**src/rtl/weight_fetcher.sv**
```systemverilog
// Weight stream producer: fetches bursts of NUM_RDATA packed words from the
// weight memory on request and fans each returned word out to four kernel lanes.
module weight_fetcher #(
  parameter int DAT_WIDTH   = 8,
  parameter int NUM_KERNEL  = 4,
  parameter int NUM_CHANNEL = 3,
  parameter int NUM_RDATA   = 3,
  parameter int ADDR_WIDTH  = 12,
  parameter int CNT_WIDTH   = 10,
  parameter int MEM_LAT     = 1
) (
  input  logic                                        clk,
  input  logic                                        rst,
  input  logic                                        i_start,
  input  logic [ADDR_WIDTH-1:0]                       i_base_addr,
  input  logic [CNT_WIDTH-1:0]                        i_num_groups,
  input  logic                                        i_data_req,
  output logic                                        o_mem_en,
  output logic [ADDR_WIDTH-1:0]                       o_mem_addr,
  input  logic [DAT_WIDTH*NUM_CHANNEL*NUM_KERNEL-1:0] i_mem_rdata,
  output logic [DAT_WIDTH*NUM_CHANNEL-1:0]            o_data_kn0,
  output logic [DAT_WIDTH*NUM_CHANNEL-1:0]            o_data_kn1,
  output logic [DAT_WIDTH*NUM_CHANNEL-1:0]            o_data_kn2,
  output logic [DAT_WIDTH*NUM_CHANNEL-1:0]            o_data_kn3,
  output logic                                        o_data_kn0_val,
  output logic                                        o_data_kn1_val,
  output logic                                        o_data_kn2_val,
  output logic                                        o_data_kn3_val,
  output logic                                        o_busy,
  output logic                                        o_done
);

  localparam int LANE_W = DAT_WIDTH * NUM_CHANNEL;
  localparam int WORD_W = LANE_W * NUM_KERNEL;
  localparam int BEAT_W = (NUM_RDATA > 1) ? $clog2(NUM_RDATA) : 1;

  typedef enum logic [2:0] {
    S_IDLE,
    S_FETCH,
    S_DRAIN,
    S_WAIT,
    S_DONE
  } state_t;

  state_t                r_state;
  logic [CNT_WIDTH-1:0]  r_remaining;
  logic                  r_pending;
  logic [BEAT_W-1:0]     r_beat;
  logic                  r_mem_en;
  logic [ADDR_WIDTH-1:0] r_mem_addr;
  logic                  r_busy;
  logic                  r_done;
  logic [MEM_LAT:0]      r_track;
  logic [WORD_W-1:0]     r_data;
  logic                  w_outstanding;

  // Bit k of r_track is a read issued k+1 cycles ago: bit MEM_LAT-1 marks
  // i_mem_rdata valid now, bit MEM_LAT marks the registered output beat.
  always_ff @(posedge clk) begin
    if (rst) begin
      r_track <= '0;
    end else begin
      r_track <= {r_track[MEM_LAT-1:0], r_mem_en};
    end
  end

  always_ff @(posedge clk) begin
    if (rst) begin
      r_data <= '0;
    end else if (r_track[MEM_LAT-1]) begin
      r_data <= i_mem_rdata;
    end
  end

  // Reads still waiting for their data; the one landing this cycle is already safe.
  always_comb begin
    w_outstanding = 1'b0;
    for (int i = 0; i < MEM_LAT - 1; i++) begin
      w_outstanding = w_outstanding | r_track[i];
    end
  end

  always_ff @(posedge clk) begin
    if (rst) begin
      r_state     <= S_IDLE;
      r_remaining <= '0;
      r_pending   <= 1'b0;
      r_beat      <= '0;
      r_mem_en    <= 1'b0;
      r_mem_addr  <= '0;
      r_busy      <= 1'b0;
      r_done      <= 1'b0;
    end else begin
      r_done <= 1'b0;
      case (r_state)
        S_IDLE: begin
          if (i_start) begin
            r_remaining <= i_num_groups;
            r_pending   <= 1'b0;
            r_busy      <= 1'b1;
            if (i_num_groups == '0) begin
              r_state <= S_DONE;
            end else begin
              r_state    <= S_FETCH;
              r_mem_en   <= 1'b1;
              r_mem_addr <= i_base_addr;
              r_beat     <= '0;
            end
          end
        end
        S_FETCH: begin
          if (i_data_req) begin
            r_pending <= 1'b1;
          end
          if (r_beat == BEAT_W'(NUM_RDATA - 1)) begin
            r_mem_en    <= 1'b0;
            r_remaining <= r_remaining - CNT_WIDTH'(1);
            r_state     <= S_DRAIN;
          end else begin
            r_mem_addr <= r_mem_addr + ADDR_WIDTH'(1);
            r_beat     <= r_beat + BEAT_W'(1);
          end
        end
        S_DRAIN: begin
          if (i_data_req) begin
            r_pending <= 1'b1;
          end
          if (!w_outstanding) begin
            r_state <= (r_remaining == '0) ? S_DONE : S_WAIT;
          end
        end
        S_WAIT: begin
          if (i_data_req || r_pending) begin
            r_pending  <= 1'b0;
            r_state    <= S_FETCH;
            r_mem_en   <= 1'b1;
            r_mem_addr <= r_mem_addr + ADDR_WIDTH'(1);
            r_beat     <= '0;
          end
        end
        S_DONE: begin
          // First DONE cycle arms the pulse, second shows it and returns to IDLE.
          r_pending <= 1'b0;
          if (r_done) begin
            r_state <= S_IDLE;
            r_busy  <= 1'b0;
          end else begin
            r_done <= 1'b1;
          end
        end
        default: begin
          r_state <= S_IDLE;
          r_busy  <= 1'b0;
        end
      endcase
    end
  end

  assign o_mem_en       = r_mem_en;
  assign o_mem_addr     = r_mem_addr;
  assign o_busy         = r_busy;
  assign o_done         = r_done;
  assign o_data_kn0     = r_data[0*LANE_W +: LANE_W];
  assign o_data_kn1     = r_data[1*LANE_W +: LANE_W];
  assign o_data_kn2     = r_data[2*LANE_W +: LANE_W];
  assign o_data_kn3     = r_data[3*LANE_W +: LANE_W];
  assign o_data_kn0_val = r_track[MEM_LAT];
  assign o_data_kn1_val = r_track[MEM_LAT];
  assign o_data_kn2_val = r_track[MEM_LAT];
  assign o_data_kn3_val = r_track[MEM_LAT];

endmodule

```
**config.mk**
```make
export PLATFORM = sky130hd
export DESIGN_NAME = weight_fetcher
export DESIGN_NICKNAME = d
export VERILOG_FILES = /design/src/rtl/weight_fetcher.sv
export SDC_FILE = /design/constraint.sdc
export NUM_CORES = 1
export LEC_CHECK = 0
export BUFFER_PORTS_ARGS = -buffer_cell sky130_fd_sc_hd__buf_2
export CAP_MARGIN = 20
export CORE_MARGIN = 5
export CORE_UTILIZATION = 51
export DETAILED_ROUTE_END_ITERATION = 8
export GPL_TIMING_DRIVEN = 0
export PLACE_DENSITY = 0.82
export SLEW_MARGIN = 20
export SYNTH_ARGS = -nofsm -noshare
export SYNTH_HDL_FRONTEND = slang
export SYNTH_SLANG_ARGS = --single-unit
```
**constraint.sdc**
```tcl
create_clock -name clk -period 5.5 [get_ports clk]
set_clock_uncertainty 0.15 [all_clocks]
set_input_delay 0 -clock clk [delete_from_list [all_inputs] [get_ports clk]]
set_output_delay 0 -clock clk [all_outputs]
set_load 0.01 [all_outputs]
```
==> results of run 1 <==
[layout make-up]
| type | count | area [um^2] | area share, % |
|---|---|---|---|
| inverter | 8 | 30.0 | 0.351 |
| buffer | 47 | 213 | 2.49 |
| sequential | 129 | 2580 | 30.2 |
| multi-input combinational | 379 | 2520 | 29.4 |
| timing repair buffer | 361 | 2440 | 28.5 |
| antenna | 2 | 5.00 | 0.0585 |
| tap | 136 | 170 | 1.99 |
| clock inverter | 12 | 156 | 1.83 |
| clock buffer | 19 | 442 | 5.16 |
[worst max-delay path: stages (launching register included)]
cell and delay (ns):
dfxtp_1 0.37, or3b_2 0.47, clkbuf_1 0.21, buf_2 0.23
nor3b_1 0.19, o21ai_0 0.10, dlygate4sd3_1 0.61, a21oi_1 0.13
[kinds of logic after synthesis]
group	count (synthesis)
mux	99
buf+inv	55
flops	129
fa+ha+maj	3
compound gates	80
simple gates	197
[placed cells by master, fill, tap and decap left out, types with 8 or more instances in the layout]
cell / instances
dlygate4sd3_1: 126
clkbuf_1: 31
buf_2: 243
nor4_1: 9
clkbuf_16: 16
o32ai_1: 9
inv_1: 8
nor2_1: 114
mux2i_1: 97
nand2_1: 22
o21ai_0: 13
dfxtp_1: 129
a21oi_1: 18
[state kept, by name, summed over array words and instances, names as in the netlist, 2 cells and up]
signal	count
r_data	96
r_remaining	10
r_track	2
o_mem_addr	12
r_beat	2
r_state	3
[power by group]
group	switching, mW	internal (mW)
combinational	0.236	0.225
clock	0.426	0.714
sequential	0.0459	0.992
[final timing paths]
| path | start | end | slack (ns) | depth (start not counted) |
|---|---|---|---|---|
| max | r_state[2]$_SDFFE_PP0P_ | r_remaining[2]$_SDFFE_PP0P_ | 2.96 | 7 |
| min | i_mem_rdata[93] | r_data[93]$_SDFFE_PP0P_ | 0.11 | 4 |
| max reg2reg | r_state[2]$_SDFFE_PP0P_ | r_remaining[2]$_SDFFE_PP0P_ | 2.96 | 7 |
| min reg2reg | r_beat[1]$_SDFFE_PP0P_ | r_beat[1]$_SDFFE_PP0P_ | 0.32 | 2 |
[metal layers]
| metal | wire length, um | up-vias | part of all wire [%] |
|---|---|---|---|
| met4 | 924 | 0 | 4.3 |
| met3 | 1790 | 74 | 8.3 |
| met5 | 0 | - | 0 |
| met1 | 7950 | 2865 | 37 |
| li1 | - | 2756 | - |
| met2 | 10900 | 399 | 50 |
[metrics by stage]
stage,area [um^2],hold WS (ns),setup slack (ns)
3_5_place_dp,6690,0.0980,3.26
2_1_floorplan,5340,-0.00276,3.70
5_1_grt,8550,0.107,2.80
3_3_place_gp,6690,0.0833,3.33
4_1_cts,8550,0.0865,3.02
6_report,8550,0.112,2.96
==> impl_metrics.csv, run 1 <==
group,metric,value,unit
outcome,run_status,"finished clean",
clock_network,cts_root_buffer,"clkbuf_8",
sta,hold_violations,0,
detailed_routing,via_per_inst,5.58,
detailed_routing,drc,0,
finish,stdcell_count,1093,
clock_network,clock_latency,0.52,ns
synthesis,ys_warn_count,0,
floorplan,dieArea,12600,um^2
clock_network,cts_max_level,4,
synthesis,yosysTopAreaCell,"dfxtp_1",
power_and_ir_drop,ir_drop,199,uV
setup_path,end_kind,"flip-flop",
detailed_routing,postRouteAntennaNets,0,
floorplan,fp.coreArea,10300,um^2
synthesis,synth_compound_gate_area_share,10.5,%
synthesis,synthXorXnorAreaFrac,0,%
synthesis,synthesis.area_per_instance,9.49,um^2
clock_network,cts_hold_buffers,126,
synthesis,synth-edff-count,0,
sta,max_slew_margin,40.0,%
global_route,overflow,0,
global_route,grt_pass1_wl,33.7,mm
synthesis,synthCells,563,
setup_path,startpoint_type,"flip-flop",
synthesis,ys_ff_latch,129,
global_route,track_usage,33.4,%
synthesis,synthDistinctLibCells,50,
placed_design,gp_congestion,0.937,
finish,nets,1068,
synthesis,synthSimpleGateAreaFrac,17.3,%
clock_network,cts_tree,"yes",
power_and_ir_drop,powerDensity,309,nW/um^2
finish,drive_gt1_share,30.3,%
sta,period_minus_slack,2.54,ns
global_route,use_met2,59.9,%
floorplan,die_h,112,um
synthesis,yosysMostFrequentCell,"dfxtp_1",
global_route,grt_max_degree,17,
synthesis,synth_area_leaders,"dfxtp_1 48%, mux2i_1 18%, nor2_1 8.0%",
sta,slew_viol_final,0,
setup_path,critPathKind,"flip-flop to flip-flop",
synthesis,synth-main-ff-cell,"dfxtp_1",
synthesis,synth_top_area_share,48.3,%
detailed_routing,first_pass_iters,5,
power_and_ir_drop,p_leak,3.87,nW
sta,rsz0062_at_grt,"false",
synthesis,seq_area_frac_synth,48.3,%
sta,timing.final.crit_share,46.3,%
synthesis,synth_async_sr_flop_share,0,%
clock_network,cts-resized-gates,0,
sta,setup_violations,0,
detailed_routing,wire_per_inst,19.7,um
clock_network,cts_setup_buffers,0,
synthesis,synth_mux_area_share,18.6,%
sta,fmax,0.393,GHz
clock_network,clk_pin_slew_worst_paths,0.07,ns
placed_design,post-place-cells,934,
global_route,gr-max-usage-layer,"met2",
synthesis,synth_commonest_cells,"129 x dfxtp_1, 114 x nor2_1, 97 x mux2i_1",
hold_path,hp-class,"input port to flip-flop",
run,cap_violations,0,
setup_path,crit_required,5.79,ns
synthesis,synth_top_family_by_area,"multiplexers",
placed_design,port-buffer-count,235,
floorplan,dieWidth,112,um
synthesis,synth_area,5340,um^2
finish,areaGrowthSynthToFinish,60.1,%
placed_design,dp_hpwl,12.2,mm
global_route,grt.met3_usage,8.14,%
global_route,antenna_found_initial,2,
clock_network,clock_path_buffers,2,
floorplan,ioPinCount,237,
finish,utilization,83.2,%
synthesis,synth-adder-area-share,0.703,%
floorplan,start_util,52.0,%
sta,tns,0,ns
setup_path,worst_ep_arrival_time,2.84,ns
detailed_routing,wirelength,21.5,mm
global_route,use_met1,36.8,%
detailed_routing,vias,6094,
clock_network,clock_sinks,129,
floorplan,row_count,37,
detailed_routing,drt_iter0_markers,518,
sta,worst_pin_slew,0.892,ns
clock_network,numCtsBuffers,17,
finish,fill_cells,547,
setup_path,cp_max_fo,10,
power_and_ir_drop,total_power,2.64,mW
global_route,grt_pass1_vias,6285,
synthesis,syn-num-nets,688,
(Power assumes the default switching activity.)
==> run 2, diff against run 1 <==
--- a/config.mk
+++ b/config.mk
@@ -8,10 +8,10 @@
 export BUFFER_PORTS_ARGS = -buffer_cell sky130_fd_sc_hd__buf_2
 export CAP_MARGIN = 20
 export CORE_MARGIN = 5
-export CORE_UTILIZATION = 51
+export CORE_UTILIZATION = 43
 export DETAILED_ROUTE_END_ITERATION = 8
 export GPL_TIMING_DRIVEN = 0
-export PLACE_DENSITY = 0.82
+export PLACE_DENSITY = 0.74
 export SLEW_MARGIN = 20
 export SYNTH_ARGS = -nofsm -noshare
 export SYNTH_HDL_FRONTEND = slang
==> constraint.sdc (replaced) <==
create_clock -name clk -period 2.1 [get_ports clk]
set_clock_uncertainty 0.15 [all_clocks]
set_input_delay 0 -clock clk [delete_from_list [all_inputs] [get_ports clk]]
set_output_delay 0 -clock clk [all_outputs]
set_load 0.01 [all_outputs]
==> run 2 against run 1 <==
  * The run now ends with setup timing left
  * Power increased to 2.6 times the previous value
  * First-iteration DRC count decreased by 53%
  * Die area increased by 17%
  * Setup slack got worse by 3.0 ns
  * Clock-buffer cell count increased by 6
  * Fmax increased by 21%
  * Non-clock buffer count decreased by 9
  * Final cell count increased by 1.9%
  * Worst hold slack got worse by 0.088 ns
  * Global-route usage decreased by 8.8 points
  * Largest cell class unchanged
  * Highest routed layer unchanged
==> impl_metrics.csv, run 2 (synthesized netlist as in run 1, its figures left out) <==
group,metric,value,unit
power_and_ir_drop,powerDensity,812,nW/um^2
sta,fmax,0.475,GHz
sta,timing.final.crit_share,100,%
setup_path,critPathKind,"flip-flop to flip-flop",
setup_path,slowest_stage,"dlygate4sd3_1",
finish,stdcell_count,1114,
setup_path,cp_max_fo,10,
power_and_ir_drop,ir_drop,474,uV
clock_network,cts_tree,"yes",
finish,max_flop_register,"r_data",
setup_path,worstRegToRegCells,5,
global_route,grt_pass1_wl,29.2,mm
sta,period_minus_slack,2.11,ns
setup_path,timing.reg2reg.setup_slack,-0.007,ns
clock_network,clock_latency,0.40,ns
sta,slew_viol_final,0,
floorplan,start_util,44.1,%
placed_design,port-buffer-count,235,
power_and_ir_drop,p_leak,3.88,nW
clock_network,cts_root_buffer,"clkbuf_16",
global_route,antenna_found_initial,0,
floorplan,dieWidth,121,um
clock_network,numCtsBuffers,17,
detailed_routing,first_pass_iters,5,
sta,layout_setup_ws,-0.00698,ns
sta,worst_pin_slew,0.894,ns
clock_network,clock_sinks,129,
setup_path,end_kind,"flip-flop",
sta,hold_violations,0,
finish,layout_commonest_cell,"buf_2",
sta,setup_violations,1,
setup_path,path_buf_inv,2,
floorplan,ioPinCount,237,
hold_path,holdPathStages,4,
setup_path,worst_ep_arrival_time,2.25,ns
outcome,run_status,"finished, violations left",
setup_path,reg2reg_to,"r_pending$_SDFFE_PP0P_",
detailed_routing,drt_iter0_markers,243,
global_route,track_usage,24.6,%
hold_path,hp-class,"input port to flip-flop",
detailed_routing,vias,5728,
run,cap_violations,0,
setup_path,critPathLaunch,"r_state[1]$_SDFFE_PP0P_",
setup_path,max_stage_delay,0.59,ns
floorplan,row_count,40,
clock_network,cts_max_level,4,
clock_network,clk_pin_slew_worst_paths,0.06,ns
setup_path,startpoint_type,"flip-flop",
sta,rsz0062_at_grt,"true",
finish,layout_common_cells,"240 x buf_2, 129 x dfxtp_1, 121 x dlygate4sd3_1",
placed_design,post-place-cells,966,
hold_path,min_to,"o_mem_addr[11]$_SDFFE_PP0P_",
sta,max_slew_margin,39.8,%
floorplan,fp.coreArea,12100,um^2
setup_path,crit_required,2.24,ns
floorplan,die_h,121,um
detailed_routing,postRouteAntennaNets,0,
detailed_routing,wirelength,18.4,mm
detailed_routing,drc,0,
global_route,grt_pass1_vias,5894,
finish,drive_gt1_share,30.9,%
hold_path,min-delay-start,"rst",
finish,nets,1059,
floorplan,dieArea,14800,um^2
global_route,grt_max_degree,17,
finish,final_area,8590,um^2
finish,fill_cells,907,
setup_path,cpLargestDelayFamily,"buffers and inverters",
setup_path,worstPathCellList,"clkbuf_2 -> or2_2 -> o21ai_0 -> a221oi_2 -> dlygate4sd3_1",
placed_design,gp_congestion,0.815,
clock_network,clock_path_buffers,2,
clock_network,cts_setup_buffers,0,
global_route,overflow,0,
outcome,violations,"setup timing",
setup_path,reg2reg_from,"r_state[1]$_SDFFE_PP0P_",
finish,areaGrowthSynthToFinish,60.8,%
finish,largest_reg_flops,96,
detailed_routing,wire_per_inst,16.5,um
placed_design,dp_hpwl,11.4,mm
detailed_routing,via_per_inst,5.14,
placed_design,placed_cell_area,6730,um^2
finish,utilization,70.9,%
sta,tns,-0.00698,ns
-- run 2: cell types whose count changed in the layout (fill, tap and decap cells not counted), sizes merged --
cell / delta
clkbuf: +5
clkinv: -5
dlygate4sd3: -5
buf: -3
inv: -2
bufinv: +1
clkinvlp: -1
diode: -1
-- run 2: power by group --
group	switching, mW	leakage, nW	total [mW]	internal (mW)
Clock	1.01	0.303	3.11	2.10
Sequential	0.108	1.05	2.71	2.60
Combinational	0.574	2.52	1.16	0.585
-- run 2: area by class of cell --
| type | count | area (um^2) | area share (%) |
|---|---|---|---|
| Clock inverter | 5 | 125 | 1.46 |
| Clock buffer | 25 | 495 | 5.77 |
| Sequential cell | 129 | 2580 | 30.1 |
| Tap cell | 168 | 210 | 2.45 |
| Multi-Input combinational cell | 379 | 2540 | 29.6 |
| Antenna cell | 1 | 2.50 | 0.0291 |
| Timing Repair Buffer | 356 | 2390 | 27.8 |
| Buffer | 43 | 210 | 2.45 |
| Inverter | 8 | 30.0 | 0.350 |
-- run 2: metrics by stage --
stage | setup WS [ns] | hold slack (ns) | power (mW)
after floorplan | 0.300 | -0.00276 | 3.31
after CTS | 0.0286 | 0.00196 | 6.96
after detailed placement | -0.278 | 0.0907 | 3.69
after global placement | -0.239 | 0.0817 | 3.68
after global routing | -0.0893 | 0.0432 | 7.25
final | -0.00698 | 0.0235 | 6.97
-- run 2: metal layers --
metal	GRT usage [%]	part of all wire, %
met1	27.4	38
met2	43.8	51
met3	6.01	6.6
met4	11.6	3.6
met5	0	0
-- run 2: how the worst max path moves through the flow --
stage          cells after the start                         end  slack, ns
2_1_floorplan                      6  o_mem_addr[6]$_SDFFE_PP0P_       0.30
3_3_place_gp                       5      r_data[3]$_SDFFE_PP0P_      -0.24
5_1_grt                            5      r_pending$_SDFFE_PP0P_      -0.09
6_report                           5      r_pending$_SDFFE_PP0P_     -0.007
3_5_place_dp                       5     r_data[93]$_SDFFE_PP0P_      -0.28
4_1_cts                            7  o_mem_addr[9]$_SDFFE_PP0P_       0.03
-- run 2: worst min-delay path, cell delays in order --
cell and delay (ns):
clkbuf_1 0.24, inv_1 0.13, nand2_1 0.06, o32ai_1 0.09
-- run 2: repair_timing --
item,4_1_cts,5_1_grt
resized for setup,2,15
hold buffers,121,0
hold endpoints to repair,123,0
setup endpoints to repair,32,14
cloned,0,0
==> run 3, diff against run 2 <==
--- a/config.mk
+++ b/config.mk
@@ -5,6 +5,7 @@
 export SDC_FILE = /design/constraint.sdc
 export NUM_CORES = 1
 export LEC_CHECK = 0
+export ABC_AREA = 1
 export BUFFER_PORTS_ARGS = -buffer_cell sky130_fd_sc_hd__buf_2
 export CAP_MARGIN = 20
 export CORE_MARGIN = 5
==> run 3 against run 2 <==
  * The flow now finishes without violations
  * Global-route usage increased by 2.6 points
  * Worst hold slack lost 0.0033 ns
  * Power increased by 45%
  * Fmax is 9.3% higher
  * Sequential power is 32% higher
  * Synthesized cell count increased by 34%
  * Cell area down 1.2%
  * Critical path type unchanged
  * Critical endpoint is now r_data[94]$_SDFFE_PP0P_
  * Highest routed layer unchanged
==> impl_metrics.csv, run 3 <==
group,metric,value,unit
global_route,antenna_found_initial,0,
detailed_routing,met2_length,9.70,mm
global_route,grt_pass1_wl,31.9,mm
detailed_routing,postRouteAntennaNets,0,
placed_design,port-buffer-count,235,
synthesis,synth_compound_gate_area_share,14.7,%
synthesis,yosysMostFrequentCell,"nor2_1",
sta,max_slew_margin,63.1,%
synthesis,synth-edff-count,0,
placed_design,dp_hpwl,12.5,mm
synthesis,synth_area,5330,um^2
clock_network,numCtsBuffers,17,
detailed_routing,wire_per_inst,15.4,um
clock_network,cts_root_buffer,"clkbuf_16",
sta,layout_setup_ws,0.172,ns
synthesis,synthesis.area_per_instance,7.06,um^2
clock_network,clock_latency,0.42,ns
synthesis,synth_mux_area_share,0,%
clock_network,cts_setup_buffers,0,
synthesis,synthDistinctLibCells,32,
synthesis,synth_area_leaders,"dfxtp_1 48%, nor2_1 16%, o21ai_0 11%",
synthesis,synth-main-ff-cell,"dfxtp_1",
sta,hold_violations,0,
synthesis,ys_warn_count,0,
setup_path,end_kind,"flip-flop",
synthesis,synth_commonest_cells,"233 x nor2_1, 129 x dfxtp_1, 121 x nand2_1",
hold_path,min-delay-start,"i_start",
sta,tns,0,ns
floorplan,dieWidth,121,um
synthesis,synth-adder-area-share,0.704,%
synthesis,yosysTopAreaCell,"dfxtp_1",
setup_path,worst_ep_arrival_time,2.09,ns
floorplan,row_count,40,
finish,areaGrowthSynthToFinish,59.0,%
global_route,overflow,0,
hold_path,hp-class,"input port to flip-flop",
placed_design,gp_congestion,0.902,
finish,utilization,70.3,%
sta,worst_pin_slew,0.554,ns
detailed_routing,drt_iter0_markers,577,
synthesis,seq_area_frac_synth,48.4,%
outcome,run_status,"finished clean",
floorplan,die_h,121,um
finish,layout_common_cells,"241 x buf_2, 233 x nor2_1, 129 x dfxtp_1",
placed_design,dp_slack,0.164,ns
finish,nets,1254,
floorplan,dieArea,14700,um^2
finish,largest_reg_flops,96,
detailed_routing,drc,0,
setup_path,cp_max_fo,10,
setup_path,critPathLaunch,"r_track[0]$_SDFF_PP0_",
detailed_routing,wirelength,20.2,mm
clock_network,clk_pin_slew_worst_paths,0.06,ns
floorplan,ioPinCount,237,
clock_network,clock_path_buffers,2,
finish,max_flop_register,"r_data",
setup_path,reg2reg_from,"r_track[0]$_SDFF_PP0_",
synthesis,synthSimpleGateAreaFrac,30.0,%
finish,drive_gt1_share,25.7,%
synthesis,synthXorXnorAreaFrac,0.328,%
synthesis,synthCells,756,
sta,fmax,0.519,GHz
detailed_routing,vias,6568,
finish,layout_commonest_cell,"buf_2",
setup_path,startpoint_type,"flip-flop",
power_and_ir_drop,ir_drop,755,uV
sta,period_minus_slack,1.93,ns
global_route,grt_pass1_vias,6533,
power_and_ir_drop,p_leak,4.25,nW
clock_network,cts_max_level,4,
setup_path,critPathKind,"flip-flop to flip-flop",
sta,rsz0062_at_grt,"false",
detailed_routing,wl_met1,7.78,mm
run,cap_violations,0,
detailed_routing,highest_layer,"met4",
floorplan,fp.coreArea,12100,um^2
sta,timing.final.crit_share,91.8,%
synthesis,syn-num-nets,881,
synthesis,synth_top_area_share,48.4,%
synthesis,synth_top_family_by_area,"simple AND/OR/NAND/NOR gates",
sta,setup_violations,0,
detailed_routing,met3WireLength,1.76,mm
synthesis,synth_async_sr_flop_share,0,%
global_route,grt_max_degree,17,
sta,slew_viol_final,0,
detailed_routing,via_per_inst,5.01,
detailed_routing,first_pass_iters,6,
clock_network,cts_tree,"yes",
clock_network,clock_sinks,129,
global_route,track_usage,27.2,%
floorplan,start_util,44.2,%
synthesis,ys_ff_latch,129,
power_and_ir_drop,powerDensity,1190,nW/um^2
setup_path,crit_required,2.26,ns
[run 3: final timing paths]
check / end / slack, ns / cells past startpoint
max reg2reg: r_data[94]$_SDFFE_PP0P_ / 0.17 / 6
max: r_data[94]$_SDFFE_PP0P_ / 0.17 / 6
min: o_busy$_SDFFE_PP0P_ / 0.02 / 5
min reg2reg: r_beat[1]$_SDFFE_PP0P_ / 0.32 / 2
[run 3: worst max-delay path, cell delays in order (launching register included)]
cell,delay [ns]
dfxtp_1,0.54
clkbuf_1,0.37
inv_2,0.16
buf_2,0.22
buf_2,0.20
nor2_1,0.13
nor2_1,0.06
[run 3: per-layer routing]
metal / GRT usage, % / up-vias
met3: 9.46 / 78
met1: 30.2 / 2991
li1: - / 3173
met2: 45.3 / 326
met4: 15.3 / 0
met5: 0 / -
[run 3: stage by stage]
step / cell area [um^2] / power (mW) / instances / hold WS [ns]
floorplan: 5330 / 5.71 / 756 / -0.0151
global placement: 6720 / 6.91 / 1159 / 0.0701
detailed placement: 6720 / 6.95 / 1159 / 0.0785
CTS: 8480 / 9.99 / 1309 / 0.00109
global route: 8480 / 10.7 / 1309 / 0.0279
finish: 8480 / 10.1 / 1311 / 0.0202
[run 3: area by class of cell]
cell class | instances | area [um^2]
Buffer | 43 | 191
Fill cell | 926 | 3580
Tap cell | 168 | 210
Clock buffer | 23 | 488
Antenna cell | 2 | 5.00
Inverter | 32 | 120
Timing Repair Buffer | 354 | 2370
Multi-Input combinational cell | 552 | 2440
Sequential cell | 129 | 2580
Clock inverter | 8 | 78.8
[run 3: timing repair]
action | in CTS | in global routing
endpoints found under the hold margin | 122 | 0
resized for setup | 0 | 0
hold buffers | 119 | 0
[run 3: cell families after synthesis]
family | count (synthesis)
simple gates | 397
compound gates | 150
flops | 129
buf+inv | 75
fa+ha+maj | 3
xor+xnor | 2
[run 3: power by group]
group	switching [mW]	leakage, nW	internal, mW
clock network	1.11	0.268	1.75
registers	0.467	1.06	3.10
logic	2.26	2.92	1.40
